==> src/rtl/svcs_tx_arbiter_if.sv <==
// Channel bundle for svcs_tx_arbiter: requester headers, requester payload
// streams and the single outbound socket word stream.
// slave  = arbiter side, master = requesters plus the SV socket driver.
interface svcs_tx_arbiter_if #(
  parameter int N_REQ  = 4,
  parameter int DATA_W = 32,
  parameter int LEN_W  = 8,
  parameter int TYPE_W = 3
);
  logic [N_REQ-1:0]             req_valid;
  logic [N_REQ-1:0][TYPE_W-1:0] req_type;
  logic [N_REQ-1:0][LEN_W-1:0]  req_size;
  logic [N_REQ-1:0]             req_ready;
  logic [N_REQ-1:0]             dat_valid;
  logic [N_REQ-1:0][DATA_W-1:0] dat_data;
  logic [N_REQ-1:0]             dat_ready;
  logic                         out_valid;
  logic [DATA_W-1:0]            out_data;
  logic                         out_sof;
  logic                         out_ready;

  modport slave (
    input  req_valid, req_type, req_size, dat_valid, dat_data, out_ready,
    output req_ready, dat_ready, out_valid, out_data, out_sof
  );
  modport master (
    output req_valid, req_type, req_size, dat_valid, dat_data, out_ready,
    input  req_ready, dat_ready, out_valid, out_data, out_sof
  );
endinterface

==> src/rtl/svcs_tx_arbiter.sv <==
// svcs_tx_arbiter: round-robin framer that shares one outbound SVCS socket
// channel between N_REQ requesters. Each grant emits a header word
// {type,id,size} followed by exactly SIZE payload words, never interleaved.
// Optional feature macro: SVCS_ARB_TIMEOUT_EN (payload stall timeout that
// pads the message with zero words and raises a sticky err_timeout).
module svcs_tx_arbiter #(
  parameter int N_REQ       = 4,
  parameter int DATA_W      = 32,
  parameter int LEN_W       = 8,
  parameter int TYPE_W      = 3,
  parameter int TIMEOUT_CYC = 256
) (
  input  logic             clk,
  input  logic             rst,
  svcs_tx_arbiter_if.slave bus,
  output logic             busy,
  output logic             err_timeout
);
  localparam int ID_W = $clog2(N_REQ);

`ifdef SVCS_ARB_TIMEOUT_EN
  typedef enum logic [1:0] {IDLE, HDR, PAY, PAD} state_t;
  localparam int ST_W = $clog2(TIMEOUT_CYC + 1);
  logic [ST_W-1:0] stall_q, stall_d;
  logic            err_q, err_d;
`else
  typedef enum logic [1:0] {IDLE, HDR, PAY} state_t;
`endif

  state_t            state_q, state_d;
  logic [ID_W-1:0]   rr_q, rr_d;     // highest-priority requester for next grant
  logic [ID_W-1:0]   gnt_q, gnt_d;   // id of the requester owning the channel
  logic [TYPE_W-1:0] type_q, type_d;
  logic [LEN_W-1:0]  cnt_q, cnt_d;   // holds size in HDR, words left in PAY/PAD
  logic              found;
  logic [ID_W-1:0]   win, idx;

  // Round-robin search starting at rr_q; first pending requester wins.
  always_comb begin
    found = 1'b0;
    win   = '0;
    idx   = '0;
    for (int k = 0; k < N_REQ; k++) begin
      idx = ID_W'((32'(rr_q) + 32'(k)) % N_REQ);
      if (!found && bus.req_valid[idx]) begin
        found = 1'b1;
        win   = idx;
      end
    end
  end

  // Next-state and channel outputs.
  always_comb begin
    state_d       = state_q;
    rr_d          = rr_q;
    gnt_d         = gnt_q;
    type_d        = type_q;
    cnt_d         = cnt_q;
    bus.req_ready = '0;
    bus.dat_ready = '0;
    bus.out_valid = 1'b0;
    bus.out_sof   = 1'b0;
    bus.out_data  = '0;
`ifdef SVCS_ARB_TIMEOUT_EN
    stall_d = '0;
    err_d   = err_q;
`endif
    case (state_q)
      IDLE: begin
        if (found) begin
          bus.req_ready[win] = 1'b1;
          gnt_d   = win;
          type_d  = bus.req_type[win];
          cnt_d   = bus.req_size[win];
          rr_d    = ID_W'((32'(win) + 32'd1) % N_REQ);
          state_d = HDR;
        end
      end
      HDR: begin
        bus.out_valid = 1'b1;
        bus.out_sof   = 1'b1;
        bus.out_data  = DATA_W'({type_q, gnt_q, cnt_q});
        if (bus.out_ready) state_d = (cnt_q == '0) ? IDLE : PAY;
      end
      PAY: begin
        bus.out_valid        = bus.dat_valid[gnt_q];
        bus.out_data         = bus.dat_data[gnt_q];
        bus.dat_ready[gnt_q] = bus.out_ready;
        if (bus.dat_valid[gnt_q] && bus.out_ready) begin
          cnt_d = cnt_q - LEN_W'(1);
          if (cnt_q == LEN_W'(1)) state_d = IDLE;
        end
`ifdef SVCS_ARB_TIMEOUT_EN
        else if (bus.out_ready) begin
          // Requester starved the channel; counting only while the driver is ready.
          if (stall_q == ST_W'(TIMEOUT_CYC - 1)) begin
            err_d   = 1'b1;
            state_d = PAD;
          end else begin
            stall_d = stall_q + ST_W'(1);
          end
        end else begin
          stall_d = stall_q;
        end
`endif
      end
`ifdef SVCS_ARB_TIMEOUT_EN
      PAD: begin
        // Fill the rest of the message with zeros so the driver stays in frame.
        bus.out_valid = 1'b1;
        if (bus.out_ready) begin
          cnt_d = cnt_q - LEN_W'(1);
          if (cnt_q == LEN_W'(1)) state_d = IDLE;
        end
      end
`endif
      default: state_d = IDLE;
    endcase
  end

  // State registers with synchronous reset; a reset abandons any partial message.
  always_ff @(posedge clk) begin
    if (rst) begin
      state_q <= IDLE;
      rr_q    <= '0;
      gnt_q   <= '0;
      type_q  <= '0;
      cnt_q   <= '0;
    end else begin
      state_q <= state_d;
      rr_q    <= rr_d;
      gnt_q   <= gnt_d;
      type_q  <= type_d;
      cnt_q   <= cnt_d;
    end
  end

`ifdef SVCS_ARB_TIMEOUT_EN
  // Stall counter and sticky timeout flag.
  always_ff @(posedge clk) begin
    if (rst) begin
      stall_q <= '0;
      err_q   <= 1'b0;
    end else begin
      stall_q <= stall_d;
      err_q   <= err_d;
    end
  end
  assign err_timeout = err_q;
`else
  assign err_timeout = 1'b0;
`endif

  assign busy = (state_q != IDLE);
endmodule

==> src/flat_wrapper.sv <==
// flat-port wrapper written by rule: the top's interface ports become plain ports
module svcs_tx_arbiter_flat 
#(
  parameter int N_REQ       = 4,
  parameter int DATA_W      = 32,
  parameter int LEN_W       = 8,
  parameter int TYPE_W      = 3,
  parameter int TIMEOUT_CYC = 256
)
  (clk, rst, busy, err_timeout, bus_req_valid, bus_req_type, bus_req_size, bus_dat_valid, bus_dat_data, bus_out_ready, bus_req_ready, bus_dat_ready, bus_out_valid, bus_out_data, bus_out_sof);
  svcs_tx_arbiter_if #(.N_REQ(N_REQ), .DATA_W(DATA_W), .LEN_W(LEN_W), .TYPE_W(TYPE_W)) bus_i ();
  input  logic clk;
  input  logic rst;
  output logic busy;
  output logic err_timeout;
  input wire logic [$bits(bus_i.req_valid)-1:0] bus_req_valid;
  input wire logic [$bits(bus_i.req_type)-1:0] bus_req_type;
  input wire logic [$bits(bus_i.req_size)-1:0] bus_req_size;
  input wire logic [$bits(bus_i.dat_valid)-1:0] bus_dat_valid;
  input wire logic [$bits(bus_i.dat_data)-1:0] bus_dat_data;
  input wire logic [$bits(bus_i.out_ready)-1:0] bus_out_ready;
  output wire logic [$bits(bus_i.req_ready)-1:0] bus_req_ready;
  output wire logic [$bits(bus_i.dat_ready)-1:0] bus_dat_ready;
  output wire logic [$bits(bus_i.out_valid)-1:0] bus_out_valid;
  output wire logic [$bits(bus_i.out_data)-1:0] bus_out_data;
  output wire logic [$bits(bus_i.out_sof)-1:0] bus_out_sof;
  assign bus_i.req_valid = bus_req_valid;
  assign bus_i.req_type = bus_req_type;
  assign bus_i.req_size = bus_req_size;
  assign bus_i.dat_valid = bus_dat_valid;
  assign bus_i.dat_data = bus_dat_data;
  assign bus_i.out_ready = bus_out_ready;
  assign bus_req_ready = bus_i.req_ready;
  assign bus_dat_ready = bus_i.dat_ready;
  assign bus_out_valid = bus_i.out_valid;
  assign bus_out_data = bus_i.out_data;
  assign bus_out_sof = bus_i.out_sof;
  svcs_tx_arbiter #(.N_REQ(N_REQ), .DATA_W(DATA_W), .LEN_W(LEN_W), .TYPE_W(TYPE_W), .TIMEOUT_CYC(TIMEOUT_CYC)) u_core (.clk(clk), .rst(rst), .bus(bus_i), .busy(busy), .err_timeout(err_timeout));
endmodule
==> config.mk <==
export PLATFORM = sky130hd
export DESIGN_NAME = svcs_tx_arbiter_flat
export DESIGN_NICKNAME = d
export VERILOG_FILES = /design/src/rtl/svcs_tx_arbiter_if.sv /design/src/rtl/svcs_tx_arbiter.sv /design/src/flat_wrapper.sv
export SDC_FILE = /design/constraint.sdc
export NUM_CORES = 1
export LEC_CHECK = 0
export ABC_AREA = 1
export CAP_MARGIN = 20
export CORE_MARGIN = 2
export CORE_UTILIZATION = 32
export CTS_BUF_LIST = sky130_fd_sc_hd__clkbuf_16
export DETAILED_ROUTE_END_ITERATION = 12
export PLACE_DENSITY = 0.82
export SETUP_SLACK_MARGIN = 0.4
export SLEW_MARGIN = 20
export SYNTH_ARGS = -nofsm -noshare
export SYNTH_HDL_FRONTEND = slang
export SYNTH_SLANG_ARGS = --single-unit
export TNS_END_PERCENT = 1
==> constraint.sdc <==
create_clock -name clk -period 2 [get_ports clk]
set_input_delay 0.3 -clock clk [delete_from_list [all_inputs] [get_ports clk]]
set_output_delay 0.3 -clock clk [all_outputs]
set_load 0.1 [all_outputs]
-- After elaboration in Yosys (flattened, before gate mapping)
Cells that the tools add are included.
- add/subtract/negate cells: 5
- order comparisons: 8
- equality and inequality tests: 7
- mux-type cells: 43
- bitwise gates (word level): 1
- reductions and logical operators: 16
- operators by type and width (cell ; count):
    32-bit binary-select mux with 2-bit select ; 1
    32-bit one-hot mux with 2 select lines ; 1
    32-bit 2-to-1 mux ; 1
    8-bit 2-to-1 mux ; 3
    2-bit by 3-bit less-than comparator with 1-bit output (second input constant) ; 6
    2-bit 2-to-1 mux ; 9
    8-bit binary-select mux with 2-bit select ; 1
    8-bit one-hot mux with 2 select lines ; 1
    1-bit 2-to-1 mux ; 12
    4-bit 2-to-1 mux ; 3
    1-bit binary-select mux with 2-bit select ; 5
    8-bit by 1-bit == test with 1-bit output (second input constant) ; 1
    8-bit logical NOT ; 1
    8-bit by 1-bit subtractor with 8-bit output (second input constant) ; 1
    3-bit binary-select mux with 2-bit select ; 1
    1-bit logical AND ; 6
    2-bit by 1-bit != test with 1-bit output (second input constant) ; 3
    2-bit one-hot mux with 3 select lines ; 1
    2-bit by 1-bit adder with 2-bit output (second input constant) ; 2
    2-bit adder (second input constant) ; 2
    4-bit bitwise AND ; 1
    1-bit demux with 2-bit select ; 2
    2-bit by 1-bit >= comparator with 1-bit output (second input constant) ; 2
    4-bit AND reduction ; 1
    other kinds (10) ; 13
- register bits: 17
- input bits: 183
- output and inout port bits: 44

-- Logic depth before layout (Yosys ltp)
- word-level depth: 18
- gate-level depth with buffers: 16
- depth with buffers taken out: 15

-- Least setup slack after synthesis
Ideal clock, no wire load.
- kind: register to output
- from: register u_core.state_q[0]
- to: output bus_out_data[12]
- data arrival time: 3.330 ns
- data required time: 1.700 ns
- path slack: -1.630 ns
- stages on the path, launching flop included: 7
- buffers on the path: 2
- cells stage by stage: dfxtp_1 -> inv_1 -> ha_1 -> buf_1 -> nand2_1 -> clkbuf_1 -> o21ai_0
- word-level cells in the longest chain between the ends: 2
- elaborated cells on any way between the ends: 3
- classes of those cells: 2 x eq/ne; 1 x mux
- ends and longest elaborated chain (item ; RTL line ; RTL):
    start, declared ; svcs_tx_arbiter.sv:30 ; state_t state_q, state_d;
    start signal, assigned ; svcs_tx_arbiter.sv:130 ; state_q <= state_d;
    2-bit == test / 2-bit by 1-bit == test with 1-bit output (equally long branches) ; svcs_tx_arbiter.sv:68 ; case (state_q)
    32-bit one-hot mux with 2 select lines * ; svcs_tx_arbiter.sv:68 ;
    end, declared ; flat_wrapper.sv:25 ; output wire logic [$bits(bus_i.out_data)-1:0] bus_out_data;
Every way passes the cells marked *; elsewhere a longest branch is shown, timed or not.

-- Final worst setup path
- from: register u_core.rr_q[0]
- to: output bus_req_ready[2]
- word-level cells in the longest chain between the ends: 18
- elaborated cells on any way between the ends: 32
- classes of those cells: 3 x add/sub; 2 x order compare; 20 x mux; 7 x reduce/logical
- ends and longest elaborated chain (item ; RTL line ; RTL):
    start, declared ; svcs_tx_arbiter.sv:31 ; logic [ID_W-1:0] rr_q, rr_d;
    start signal, assigned ; svcs_tx_arbiter.sv:131 ; rr_q <= rr_d;
    parallel branches: the longest is 16 deep, another holds 2-bit by 3-bit less-than comparator with 1-bit output ; - ;
    4-bit 2-to-1 mux * ; svcs_tx_arbiter.sv:70 ; if (found) begin
    4-bit 2-to-1 mux * ; svcs_tx_arbiter.sv:68 ;
    end, declared ; flat_wrapper.sv:22 ; output wire logic [$bits(bus_i.req_ready)-1:0] bus_req_ready;
Mark *: on every way between the ends. The select of a mux whose other input is x is not followed.

==> metrics.md <==
| Metric | Value |
|---|---|
| Status | finished, violations left |
| Failing checks | setup timing |
| CP Data Required Time | 1.70 ns |
| Cell area after layout | 0.00653 mm^2 |
| Flops & latches, synth | 17 |
| Slowest-stage cell, CP | dfxtp_4 |
| Post-synthesis mux area share | 0% |
| Die extent in y | 93.6 um |
| Cts bufs inserted | 3 |
| Vias in the first global route | 4409 |
| H-tree Lvls | 1 |
| Final #Nets | 864 |
| Pwr dens | 1530 mW/mm^2 |
| Final worst setup slack | -0.307 ns |
| Initial Utilization | 33.1% |
| DR pass1 iterations | 6 |
| Final Max Tran Viols | 0 |
| Min cycle time layout | 2.31 ns |
| First-pass GRT wire length | 22.7 mm |
| GRT Overall Usage | 32.7% |
| Rows | 32 |
| Initial drt markers | 226 |
| Arr. time, crit path | 2.01 ns |
| Final worst-path cycle share | 115% |
| Adder-cell share of the synthesized area | 2.44% |
| Worst min-delay path category | reg2reg |
| Initial antenna violation count | 0 |
| Synth top area share | 13.3% |
| Async SR Flop Fraction | 0% |
| Placed cell count | 765 |
| Mapped cell area | 0.00257 mm^2 |
| Largest family of logic cells by synthesized area | simple AND/OR/NAND/NOR gates |
| Layout cells sized above 1 | 34.5% |
| Unrepaired setup endpoints after global routing | true |
| Crit-path cells | buf_6 > nand2_1 > nand2_1 > nor2_1 > nor2_4 > nand3_4 > nand2_4 > inv_2 > nand3_1 > inv_2 > buf_12 |
| Syn nets | 610 |
| Fmax | 434 MHz |
| Post-Synth XOR/XNOR Area | 1.36% |
| Post-synthesis compound-gate area fraction | 34.8% |
| Post-route setup TNS | -3.80 ns |
| Worst VDD drop | 1.91 mV |
| Post-synth EDFFs | 0 |
| Predominant post-synthesis flop cell | dfxtp_1 |
| Layout Cells excl Fill | 777 |
| Post-Route WL | 15.0 mm |
| Crit Path Class | reg2out |
| Bufs on Longest Clock Path | 2 |
| Gpl congestion | 0.883 |
| Vias | 4414 |
| YS warnings | 0 |
| Worst hold slack | 0.515 ns |
| Top-count cell post-synth | nand2_1 |
| Mean post-synth cell area | 6.09 um^2 |
| Max_cap viols | 0 |
| Die area | 0.00876 mm^2 |
| Hold Buf Count CTS | 0 |
| Post-synth top cells | 91 x nand2_1, 41 x inv_1, 38 x a21oi_1, 38 x a22oi_1, 38 x nand3_1 |
| Clock sinks | 17 |
| Leak | 2.56 nW |
| Die width | 93.6 um |
| CTS tree | yes |
| Worst Skew | 0.00518 ns |
| Root buffer cell | clkbuf_16 |
| Synth Area in Simple Gates | 35.4% |
| Area Overhead vs Synth | 154% |
| Global route overflow | 0 |
| Critical path endpoint category | primary output |
| CP max FO | 6 |
| Synth area leaders | nand2_1 13%, dfxtp_1 13%, a22oi_1 11%, a21oi_1 7.4%, nand3_1 7.4% |
| CP peak stage delay | 0.39 ns |
| Final Hold Fails | 0 |
| Post-route antenna net violation count | 0 |
| FF/Latch Area | 355 um^2 |
| Reg clk slew, reported paths | 0.05 ns |
| Cells after Synth | 422 |
| Worst setup SP type | flop |
| # fillers | 431 |
| Sequential area share after synthesis | 13.2% |
| Dominant cell type by area after synthesis | nand2_1 |
| Clock latency on the worst-skew pair | 0.25 ns |
| Residual DRC count | 0 |
| Final setup violation count | 42 |
| Post-DR wirelength/cell | 19.4 um |
| Largest net degree at the start of global routing | 34 |
| Multi-input gate area | 0.00264 mm^2 |
| Hpwl dp | 11.3 mm |
| Core area | 0.00777 mm^2 |
| Area after DPL | 0.00607 mm^2 |
| I/O pins | 227 |
| Post-synthesis cell type count | 40 |
| Number of antenna diodes | 0 |
| Via density | 5.68 |
| Number of buffers added on ports | 225 |
critical path: cells and delay by family (launching register included):
| kind | cells | cell delay, ns |
|---|---|---|
| and+or+nand+nor | 7 | 0.83 |
| buffers and inverters | 4 | 0.53 |
| DFF | 1 | 0.39 |
placed cells by master (no fill, tap or decap), types with 3 or more instances in the layout:
master	count
a21oi_1	19
a21oi_4	19
a221oi_2	12
a22o_1	12
a22oi_1	32
a22oi_2	6
buf_12	46
buf_4	40
buf_6	9
clkbuf_16	3
clkdlybuf4s50_1	178
dfxtp_1	13
dfxtp_4	4
dlygate4sd2_1	4
inv_1	32
inv_2	12
nand2_1	67
nand2_2	28
nand2_4	7
nand3_1	35
nand3_2	6
nand3_4	4
nand4_1	18
nor2_1	13
nor2_2	3
nor2_4	5
o211ai_1	3
o21ai_0	3
o22ai_4	11
xor2_1	4
cell type report:
cell class | instances | share of cell area, %
timing repair buffer | 277 | 48.1
multi-input combinational | 330 | 40.4
sequential | 17 | 5.44
inverter | 46 | 2.85
tap | 102 | 1.95
clock buffer | 3 | 1.15
timing repair inverter | 1 | 0.115
clock inverter | 1 | 0.0575
logic make-up after synthesis:
family                     count (synthesis)
and+or+nand+nor                          189
AOI/OAI and AO/OA                        131
buffers and inverters                     75
DFF                                       17
adders and majority gates                  5
xor gates and xnor gates                   4
other                                      1
what timing repair did:
action / CTS / global route
setup buffers: 7 / 0
pin swaps: 18 / 4
gates cloned: 1 / 0
endpoints found under the setup margin: 59 / 59
resized for setup: 78 / 14
sequential cells by signal, indices dropped and copies added, names as in the netlist:
signal / flops
u_core.state_q: 2
u_core.cnt_q: 8
u_core.type_q: 3
u_core.rr_q: 2
u_core.gnt_q: 2
final timing paths:
kind / startpoint / endpoint / slack, ns / cells past startpoint
setup reg to reg: u_core.rr_q[0]$_SDFFE_PP0P_ / u_core.type_q[0]$_SDFFE_PP0P_ / -0.16 / 13
setup / recovery: u_core.rr_q[0]$_SDFFE_PP0P_ / bus_req_ready[2] / -0.31 / 11
hold reg to reg: u_core.gnt_q[1]$_SDFFE_PP0P_ / u_core.gnt_q[1]$_SDFFE_PP0P_ / 0.52 / 2
hold / removal: u_core.gnt_q[1]$_SDFFE_PP0P_ / u_core.gnt_q[1]$_SDFFE_PP0P_ / 0.52 / 2
layer usage:
layer,track usage (%),up-vias,part of all wire [%]
li1,-,2028,-
met5,0,-,0
met3,6.29,53,9.5
met2,63.0,302,52
met4,12.2,0,4.1
met1,34.8,2031,34
per-stage QoR:
stage                     setup WS (ns)  total power, W  utilization (%)
after floorplan                  -0.301         0.00588                -
after global placement           -0.211         0.00828             78.2
after detailed placement         -0.316         0.00851             78.2
after CTS                        -0.161         0.00962             83.3
after global routing             -0.347          0.0105             84.1
final                            -0.307         0.00997             84.1
power breakdown:
| group | switching, W | internal (W) |
|---|---|---|
| Sequential | 0.000159 | 0.000506 |
| Combinational | 0.00543 | 0.00346 |
| Clock | 0.000136 | 0.000266 |
No activity file was read; power rests on OpenSTA's default activity.
